### src/rtl/snake_body_ctrl.sv
// snake_body_ctrl: snake segment store, step/grow/collision FSM; pixel flags registered (1 clk), pulse inputs, no backpressure.
// Build option SNAKE_WRAP_EN: grid edges wrap instead of killing; only self-collision ends the game.
module snake_body_ctrl #(
  parameter int MAX_LEN    = 16,
  parameter int INIT_LEN   = 3,
  parameter int CELL_SHIFT = 4,
  parameter int GRID_W     = 40,
  parameter int GRID_H     = 30
) (
  input  logic       clk,
  input  logic       rst_n,
  input  logic       start,
  input  logic       step_tick,
  input  logic [1:0] dir,
  input  logic       eat,
  input  logic [8:0] row,
  input  logic [9:0] col,
  output logic       snake_head,
  output logic       snake_r,
  output logic [5:0] head_x,
  output logic [4:0] head_y,
  output logic [4:0] length,
  output logic       dead
);

  typedef enum logic [1:0] {S_IDLE, S_RUN, S_DEAD} state_t;

  localparam logic [1:0] D_UP    = 2'd0;
  localparam logic [1:0] D_DOWN  = 2'd1;
  localparam logic [1:0] D_LEFT  = 2'd2;
  localparam logic [1:0] D_RIGHT = 2'd3;
  localparam logic [5:0] X_MAX    = 6'(GRID_W - 1);
  localparam logic [4:0] Y_MAX    = 5'(GRID_H - 1);
  localparam logic [5:0] X_HOME   = 6'd20;
  localparam logic [4:0] Y_HOME   = 5'd15;
  localparam logic [4:0] LEN_MAX  = 5'(MAX_LEN);
  localparam logic [4:0] LEN_INIT = 5'(INIT_LEN);

  state_t     r_state;
  state_t     w_state_nxt;
  logic [5:0] r_seg_x [MAX_LEN];
  logic [4:0] r_seg_y [MAX_LEN];
  logic [4:0] r_len;
  logic [1:0] r_dir;
  logic       r_grow;

  logic       w_restart;
  logic       w_step;
  logic       w_grow_now;
  logic       w_wall;
  logic       w_self;
  logic       w_fatal;
  logic       w_body_hit;
  logic [1:0] w_dir;
  logic [5:0] w_nx;
  logic [4:0] w_ny;
  logic [5:0] w_cx;
  logic [4:0] w_cy;

  assign w_restart  = start && (r_state != S_RUN);
  assign w_step     = (r_state == S_RUN) && step_tick && !start;
  assign w_grow_now = (r_grow || eat) && (r_len < LEN_MAX);

`ifdef SNAKE_WRAP_EN
  assign w_fatal = w_self;
`else
  assign w_fatal = w_wall || w_self;
`endif

  // Next head: edge tests run on the untruncated position; the wrapped value is only kept in wrap builds.
  always_comb begin
    w_dir = dir;
    if (dir == {r_dir[1], ~r_dir[0]})
      w_dir = r_dir;
    w_nx   = r_seg_x[0];
    w_ny   = r_seg_y[0];
    w_wall = 1'b0;
    case (w_dir)
      D_UP: begin
        if (r_seg_y[0] == 5'd0) begin
          w_wall = 1'b1;
          w_ny   = Y_MAX;
        end else begin
          w_ny = r_seg_y[0] - 5'd1;
        end
      end
      D_DOWN: begin
        if (r_seg_y[0] >= Y_MAX) begin
          w_wall = 1'b1;
          w_ny   = 5'd0;
        end else begin
          w_ny = r_seg_y[0] + 5'd1;
        end
      end
      D_LEFT: begin
        if (r_seg_x[0] == 6'd0) begin
          w_wall = 1'b1;
          w_nx   = X_MAX;
        end else begin
          w_nx = r_seg_x[0] - 6'd1;
        end
      end
      default: begin
        if (r_seg_x[0] >= X_MAX) begin
          w_wall = 1'b1;
          w_nx   = 6'd0;
        end else begin
          w_nx = r_seg_x[0] + 6'd1;
        end
      end
    endcase
  end

  // The tail cell only blocks the head when it stays put, i.e. when growing on this step.
  always_comb begin
    w_self = 1'b0;
    for (int k = 0; k < MAX_LEN; k++) begin
      if (((5'(k + 1) < r_len) || ((5'(k + 1) == r_len) && w_grow_now)) &&
          (r_seg_x[k] == w_nx) && (r_seg_y[k] == w_ny))
        w_self = 1'b1;
    end
  end

  always_ff @(posedge clk or negedge rst_n) begin
    if (!rst_n)
      r_state <= S_IDLE;
    else
      r_state <= w_state_nxt;
  end

  always_comb begin
    w_state_nxt = r_state;
    case (r_state)
      S_IDLE:  if (start) w_state_nxt = S_RUN;
      S_RUN:   if (w_step && w_fatal) w_state_nxt = S_DEAD;
      S_DEAD:  if (start) w_state_nxt = S_RUN;
      default: w_state_nxt = S_IDLE;
    endcase
  end

  always_ff @(posedge clk or negedge rst_n) begin
    if (!rst_n) begin
      for (int i = 0; i < MAX_LEN; i++) begin
        r_seg_x[i] <= X_HOME - 6'(i);
        r_seg_y[i] <= Y_HOME;
      end
      r_len  <= LEN_INIT;
      r_dir  <= D_RIGHT;
      r_grow <= 1'b0;
    end else if (w_restart) begin
      for (int i = 0; i < MAX_LEN; i++) begin
        r_seg_x[i] <= X_HOME - 6'(i);
        r_seg_y[i] <= Y_HOME;
      end
      r_len  <= LEN_INIT;
      r_dir  <= D_RIGHT;
      r_grow <= 1'b0;
    end else if (w_step) begin
      r_dir <= w_dir;
      if (!w_fatal) begin
        for (int i = 1; i < MAX_LEN; i++) begin
          r_seg_x[i] <= r_seg_x[i-1];
          r_seg_y[i] <= r_seg_y[i-1];
        end
        r_seg_x[0] <= w_nx;
        r_seg_y[0] <= w_ny;
        if (w_grow_now)
          r_len <= r_len + 5'd1;
        r_grow <= 1'b0;
      end
    end else if ((r_state == S_RUN) && eat) begin
      r_grow <= 1'b1;
    end
  end

  assign w_cx = 6'(col >> CELL_SHIFT);
  assign w_cy = 5'(row >> CELL_SHIFT);

  always_comb begin
    w_body_hit = 1'b0;
    for (int k = 1; k < MAX_LEN; k++) begin
      if ((5'(k) < r_len) && (r_seg_x[k] == w_cx) && (r_seg_y[k] == w_cy))
        w_body_hit = 1'b1;
    end
  end

  always_ff @(posedge clk or negedge rst_n) begin
    if (!rst_n) begin
      snake_head <= 1'b0;
      snake_r    <= 1'b0;
    end else begin
      snake_head <= (r_seg_x[0] == w_cx) && (r_seg_y[0] == w_cy);
      snake_r    <= w_body_hit;
    end
  end

  assign head_x = r_seg_x[0];
  assign head_y = r_seg_y[0];
  assign length = r_len;
  assign dead   = (r_state == S_DEAD);

endmodule

### config.mk
export PLATFORM = sky130hd
export DESIGN_NAME = snake_body_ctrl
export DESIGN_NICKNAME = d
export VERILOG_FILES = /design/src/rtl/snake_body_ctrl.sv
export SDC_FILE = /design/constraint.sdc
export NUM_CORES = 1
export LEC_CHECK = 0
export BUFFER_PORTS_ARGS = -buffer_cell sky130_fd_sc_hd__buf_2
export CAP_MARGIN = 20
export CORE_MARGIN = 2
export CORE_UTILIZATION = 60
export CTS_BUF_LIST = sky130_fd_sc_hd__clkbuf_16
export DETAILED_ROUTE_END_ITERATION = 10
export PLACE_DENSITY = 0.83
export SLEW_MARGIN = 25
export SYNTH_ARGS = -nofsm -noshare
export SYNTH_HDL_FRONTEND = slang
export SYNTH_SLANG_ARGS = --single-unit
### constraint.sdc
create_clock -name clk -period 4.65 [get_ports clk]
set_clock_uncertainty 0.15 [all_clocks]
set_input_delay 0.93 -clock clk [delete_from_list [all_inputs] [get_ports clk]]
set_output_delay 0.93 -clock clk [all_outputs]
set_load 0.05 [all_outputs]
# Word level (Yosys, flattened, before mapping)
# Cells that the tools add are included.
# word_totals
latch_bits	0
ramBits	0
romBits	0
memories	0
regBits	188
in_bits	26
elab_cells	332
# classes
bitwise	1
mux	62
n_addsub	5
div_mod_pow	0
reduce_logical	117
magnitude_cmp	19
eq_ne	90
n_mul	0
shifts	0
# ops
op	n
$mux W96	3
$mux W80	3
$eq A6 B6 Y1	32
$eq A5 B5 Y1	32
$logic_and A1 B1 Y1	85
$eq A4 B5 Y1 const A	8
$lt A4 B5 Y1 const A	8
$mux W1	39
$mux W5	6
$eq A3 B5 Y1 const A	4
$lt A3 B5 Y1 const A	4
$logic_or A1 B1 Y1	18
$mux W6	2
$pmux W6 S2	1
$add A5 B1 Y5 const B	2
$eq A2 B5 Y1 const A	2
$lt A2 B5 Y1 const A	2
$mux W2	5
$pmux W5 S2	1
$add A6 B1 Y6 const B	1
$ge A6 B6 Y1 const B	1
$logic_not A6 Y1	1
$reduce_and A2 Y1	3
$sub A6 B1 Y6 const B	1
other kinds (23)	30

# Depth between registers and ports, before layout
# logic_depth
depth_word	29
mapped_depth	18
mapped_depth_nobuf	13

# Worst setup path before layout
# No wires, ideal clock.
# synth_timing
path_kind	input -> register
startpoint	in dir[1]
endpoint	reg r_len[2] (netlist: length[2])
n_path_buf	4
cell_stages	15
required_time_ps	4364
slack_ps	692
arrival_time_ps	3672
path_cell_list	buf_4 or4b_1 a211o_1 and3b_1 buf_2 nor2_4 xnor2_1 nor4_1 a32o_1 nor4_4 nand3_2 buf_6 buf_6 o31ai_1 a21oi_1
# synth_via
elab_chain_cells	27
elab_cells_between_ends	92
classes_between	eq/ne: 36; mux: 20; reduce/logical: 36
# synth_lines
element	line	source
start, declared	14	input logic [1:0] dir,
$eq A2 B2 Y1	73	if (dir == {r_dir[1], ~r_dir[0]})
$mux W2 *	73	
$eq A2 B1 Y1 / $logic_not A2 Y1 (equally long branches)	78	case (w_dir)
$reduce_or A2 Y1 (no line)	n/a	
$pmux W6 S2	78	
$eq A6 B6 Y1	119	(r_seg_x[k] == w_nx) && (r_seg_y[k] == w_ny))
$logic_and A1 B1 Y1	118	if (((5'(k + 1) < r_len) || ((5'(k + 1) == r_len) && w_grow_now)) &&
$logic_and A1 B1 Y1	119	
$mux W1 (16 in a row)	118	
$logic_or A1 B1 Y1 *	67	assign w_fatal = w_wall || w_self;
$ne A2 B2 Y1 (no line) *	n/a	
$reduce_and A3 Y1 (no line) *	n/a	
end signal, assigned	168	r_len <= r_len + 5'd1;
end, declared	43	logic [4:0] r_len;
# Mark *: on every way between the ends. The rest lies on a longest branch, timed or not.
# A chain may end at the register's enable or synchronous reset.

# Final worst setup path
# layout_timing
startpoint	reg r_seg_x (netlist bit head_x[1])
endpoint	reg r_seg_x[9] (netlist bit)
# layout_via
elab_chain_cells	25
elab_cells_between_ends	77
classes_between	add/sub: 2; order compare: 1; eq/ne: 17; mux: 22; reduce/logical: 35
# layout_lines
element	line	source
start, declared	41	logic [5:0] r_seg_x [MAX_LEN];
start signal, assigned by index	144	r_seg_x[i] <= X_HOME - 6'(i);
start signal, assigned by index	152	r_seg_x[i] <= X_HOME - 6'(i);
start signal, assigned by index	162	r_seg_x[i] <= r_seg_x[i-1];
$add A6 B1 Y6, or another cell as far along	108	w_nx = r_seg_x[0] + 6'd1;
$mux W6, on equally long branches	104, 96	
$pmux W6 S2	78	
$eq A6 B6 Y1	119	
$logic_and A1 B1 Y1	118	
$logic_and A1 B1 Y1	119	
$mux W1 (16 in a row)	118	
$logic_or A1 B1 Y1 *	67	
$ne A2 B2 Y1 (no line) *	n/a	
$reduce_and A2 Y1 (no line) *	n/a	
# Marked as above.

==> results_dict.tcl <==
set metrics [dict create \
    outcome "complete, no violations" \
    finalWeightedCongestion 1.12 \
    crit_path_end_kind "flip-flop" \
    crit_arrival_ps 4740 \
    period_needed_ps 4560 \
    dieHeight_um 159 \
    cts_tree "done" \
    clock_tree.htree_level_count 4 \
    cts.clk_slew.worst_paths_ps 90 \
    crit_fanout 12 \
    total_leakage_power_nw 6.53 \
    nFillCells 1917 \
    layout-drive-gt1-share 0.223 \
    final_cells 2097 \
    post_cts_setup_buffers 0 \
    rows 56 \
    post-place-cells 2062 \
    synth-main-ff-cell "dfstp_2" \
    portBuffers 36 \
    finish.net_count 1797 \
    synth.lib_cells_used.distinct 98 \
    power_dens_cells_nw_per_um2 881 \
    min-delay-path-class "in -> async" \
    power.ir.vdd_worst_mv 0.466 \
    final-max-slew-violation-count 0 \
    grt_usage 0.474 \
    ctsLongestPathBuffers 2 \
    edff_count_synth 0 \
    multi_input_area_um2 8470 \
    maxSlewHeadroom 0.120 \
    ff_latch_area_um2 4840 \
    clock_latency_ps 460 \
    netlist_instances 1679 \
    yosys_register_bits 188 \
    rr_worst_depth 18 \
    cts_made_buffers 17 \
    drt-total-wl_um 58800 \
    die_area_um2 25200 \
    grt_start_max_net_pins 77 \
    worstPathRequired_ps 4830 \
    detail_route.drc_violations 0 \
    avgSynthCellArea_um2 8.54 \
    setup_viol 0 \
    first_global_vias 13200 \
    crit_path_start_kind "flip-flop" \
    vias_per_cell 6.77 \
    detail-route-antenna-nets 0 \
    wire_per_inst_um 28.1 \
    achievable-frequency_mhz 219 \
    synthesis.yosys.warnings 0 \
    mappedNetlistNets 1714 \
    flow.area_growth_from_synthesis_pct 14.5 \
    floorplan.die.width_um 159 \
    detailroute.via_count 14200 \
    r2r-start "head_x[1]" \
    grt_antenna_before_repair 2 \
    ios 45 \
    drt_first_pass_iters 6 \
    rr_endpoint "r_seg_x[9]" \
    rsz0062_at_grt "no" \
    number_of_sinks_handled_by_clock_tree_synthesis 188 \
    start_util 0.611 \
    cts_root_buffer "clkbuf_16" \
    measured_slew_at_the_worst_slew_check_pin_ps 1290 \
    period_share 0.982 \
    synth_sequential_area_ratio 0.337 \
    final.setup.worst_slack_ps 85.1 \
    hold_slack_ps 329 \
    timing_worst_setup_path_type "reg -> reg" \
    design.core.area_um2 23500 \
    wire_length_of_the_first_global_routing_pass_um 85600 \
    drt_first_iter_violations 2092 \
    netlist_area_um2 14300 \
    ff2ff_setup_slack_ps 90 \
    final-hold-violation-count 0 \
    post-place-ws_ps -370 \
    globalRouteOverflowTotal 0 \
    count_of_max_cap_constraint_violations 0 \
    detailedPlacementHpwl_um 43400 \
    ys_async_sr_fraction 1.00 \
]
## report_power, final
part / internal, W / leakage (nW) / switching [W]
sequential: 0.00268 / 2.20 / 0.00146
clock: 0.000784 / 0.305 / 0.000815
combinational: 0.00364 / 4.02 / 0.00509
total: 0.00710 / 6.53 / 0.00737
## sequential cells by signal, indices dropped and copies added, names as in the netlist
| name | flops |
|---|---|
| r_seg_x | 90 |
| r_seg_y | 75 |
| head_x | 6 |
| head_y | 5 |
| length | 5 |
| r_dir | 2 |
| r_state | 2 |
| r_grow | 1 |
| snake_head | 1 |
| snake_r | 1 |
## per-layer routing
metal | GRT usage | vias to the layer above | wire length (µm)
li1 | - | 6032 | -
met1 | 0.654 | 6819 | 22700
met2 | 0.683 | 1088 | 24400
met3 | 0.145 | 250 | 8480
met4 | 0.215 | 0 | 3190
met5 | 0 | - | 0
## cells in the final DEF, fill, tap and decap left out, types with 43 or more instances in the layout
master	instances
dfrtp_1	83
o21ai_0	62
dfstp_2	105
o21ai_1	93
inv_1	89
xnor2_1	219
xor2_1	94
buf_4	152
nand2_1	54
a21oi_1	92
nand3_1	99
nand4_1	43
nor2_1	160
## cells by family (layout without fill, tap and decap cells)
family                     Yosys count  count (layout)  share of synthesized area
and+or+nand+nor                    483             483                      0.170
AOI/OAI and AO/OA                  411             411                      0.184
xor gates and xnor gates           314             314                      0.192
buffers and inverters              234             330                     0.0769
DFF                                188             188                      0.337
muxes                               40              40                     0.0318
adders and majority gates            9               9                    0.00785
other                                0               3                          0
## layout make-up
type / count / area share
multi-input cells: 1257 / 0.516
flip-flops and latches: 188 / 0.294
repair buffers: 209 / 0.107
clock buffers: 17 / 0.0259
well taps: 319 / 0.0243
inverters: 89 / 0.0203
clock inverters: 15 / 0.0119
diodes: 3 / 0.000457
## synthesized netlist by cell type (7+ instances only)
| master | n | area share |
|---|---|---|
| o21a_1 | 7 | 0.0037 |
| dfstp_2 | 105 | 0.19 |
| nor3_1 | 35 | 0.012 |
| a31oi_1 | 25 | 0.011 |
| dfrtp_1 | 83 | 0.14 |
| o211ai_1 | 8 | 0.0042 |
| o221ai_1 | 7 | 0.0043 |
| o21ai_0 | 62 | 0.022 |
| o21ai_1 | 93 | 0.032 |
| buf_6 | 14 | 0.011 |
| buf_4 | 19 | 0.0099 |
| nor2_1 | 161 | 0.042 |
| nor4_1 | 23 | 0.010 |
| o22ai_1 | 11 | 0.0048 |
| xor2_1 | 94 | 0.057 |
| buf_1 | 7 | 0.0018 |
| buf_2 | 37 | 0.013 |
| or4_1 | 11 | 0.0058 |
| a21oi_1 | 92 | 0.032 |
| nand2_1 | 55 | 0.014 |
| a2111oi_0 | 9 | 0.0055 |
| nand3_1 | 99 | 0.035 |
| xnor2_1 | 219 | 0.13 |
| clkbuf_1 | 67 | 0.018 |
| mux2i_1 | 28 | 0.020 |
| o2111ai_1 | 7 | 0.0043 |
| ha_1 | 9 | 0.0079 |
| inv_1 | 88 | 0.023 |
| nand2b_1 | 9 | 0.0039 |
| a211oi_1 | 12 | 0.0063 |
| nand4_1 | 43 | 0.019 |
## stage by stage
stage / cell area (µm²) / power [W] / utilization / setup TNS [ps]
floorplan: 14300 / 0.00893 / - / 0
global placement: 15700 / 0.0122 / 0.671 / -44160
detailed placement: 15700 / 0.0124 / 0.671 / -47540
CTS: 16400 / 0.0140 / 0.697 / 0
global route: 16400 / 0.0150 / 0.699 / 0
finish: 16400 / 0.0145 / 0.700 / 0
## worst max-delay path: stages (launching register included)
cell       delay [ps]
dfrtp_1           450
ha_1              300
a211oi_4          340
buf_4             200
a32o_1            340
nand2_1           140
a311oi_1          560
a2111oi_4         100
buf_4             170
nand4_1            80
buf_4             150
o22ai_1           110
nor4_4            490
nand3_4           190
buf_12            220
buf_12            160
buf_12            130
nand3_1            70
o21ai_1           100
## how the worst max path moves through the flow
| stage | startpoint | to | depth (start not counted) |
|---|---|---|---|
| finish | head_x[1] | r_seg_x[9] | 18 |
| global route | head_x[1] | r_seg_x[3] | 18 |
| CTS | head_x[1] | r_seg_x[24] | 16 |
| detailed placement | dir[1] | r_seg_y[55] | 16 |
| global placement | dir[1] | r_seg_y[59] | 16 |
| floorplan | dir[1] | length[2] | 15 |
## what timing repair did
item,in CTS,in global routing
resized for setup,1,6
setup endpoints to repair,131,165
hold buffers,0,0
endpoints found under the hold margin,0,0
Power figures use the tool's default switching activity.
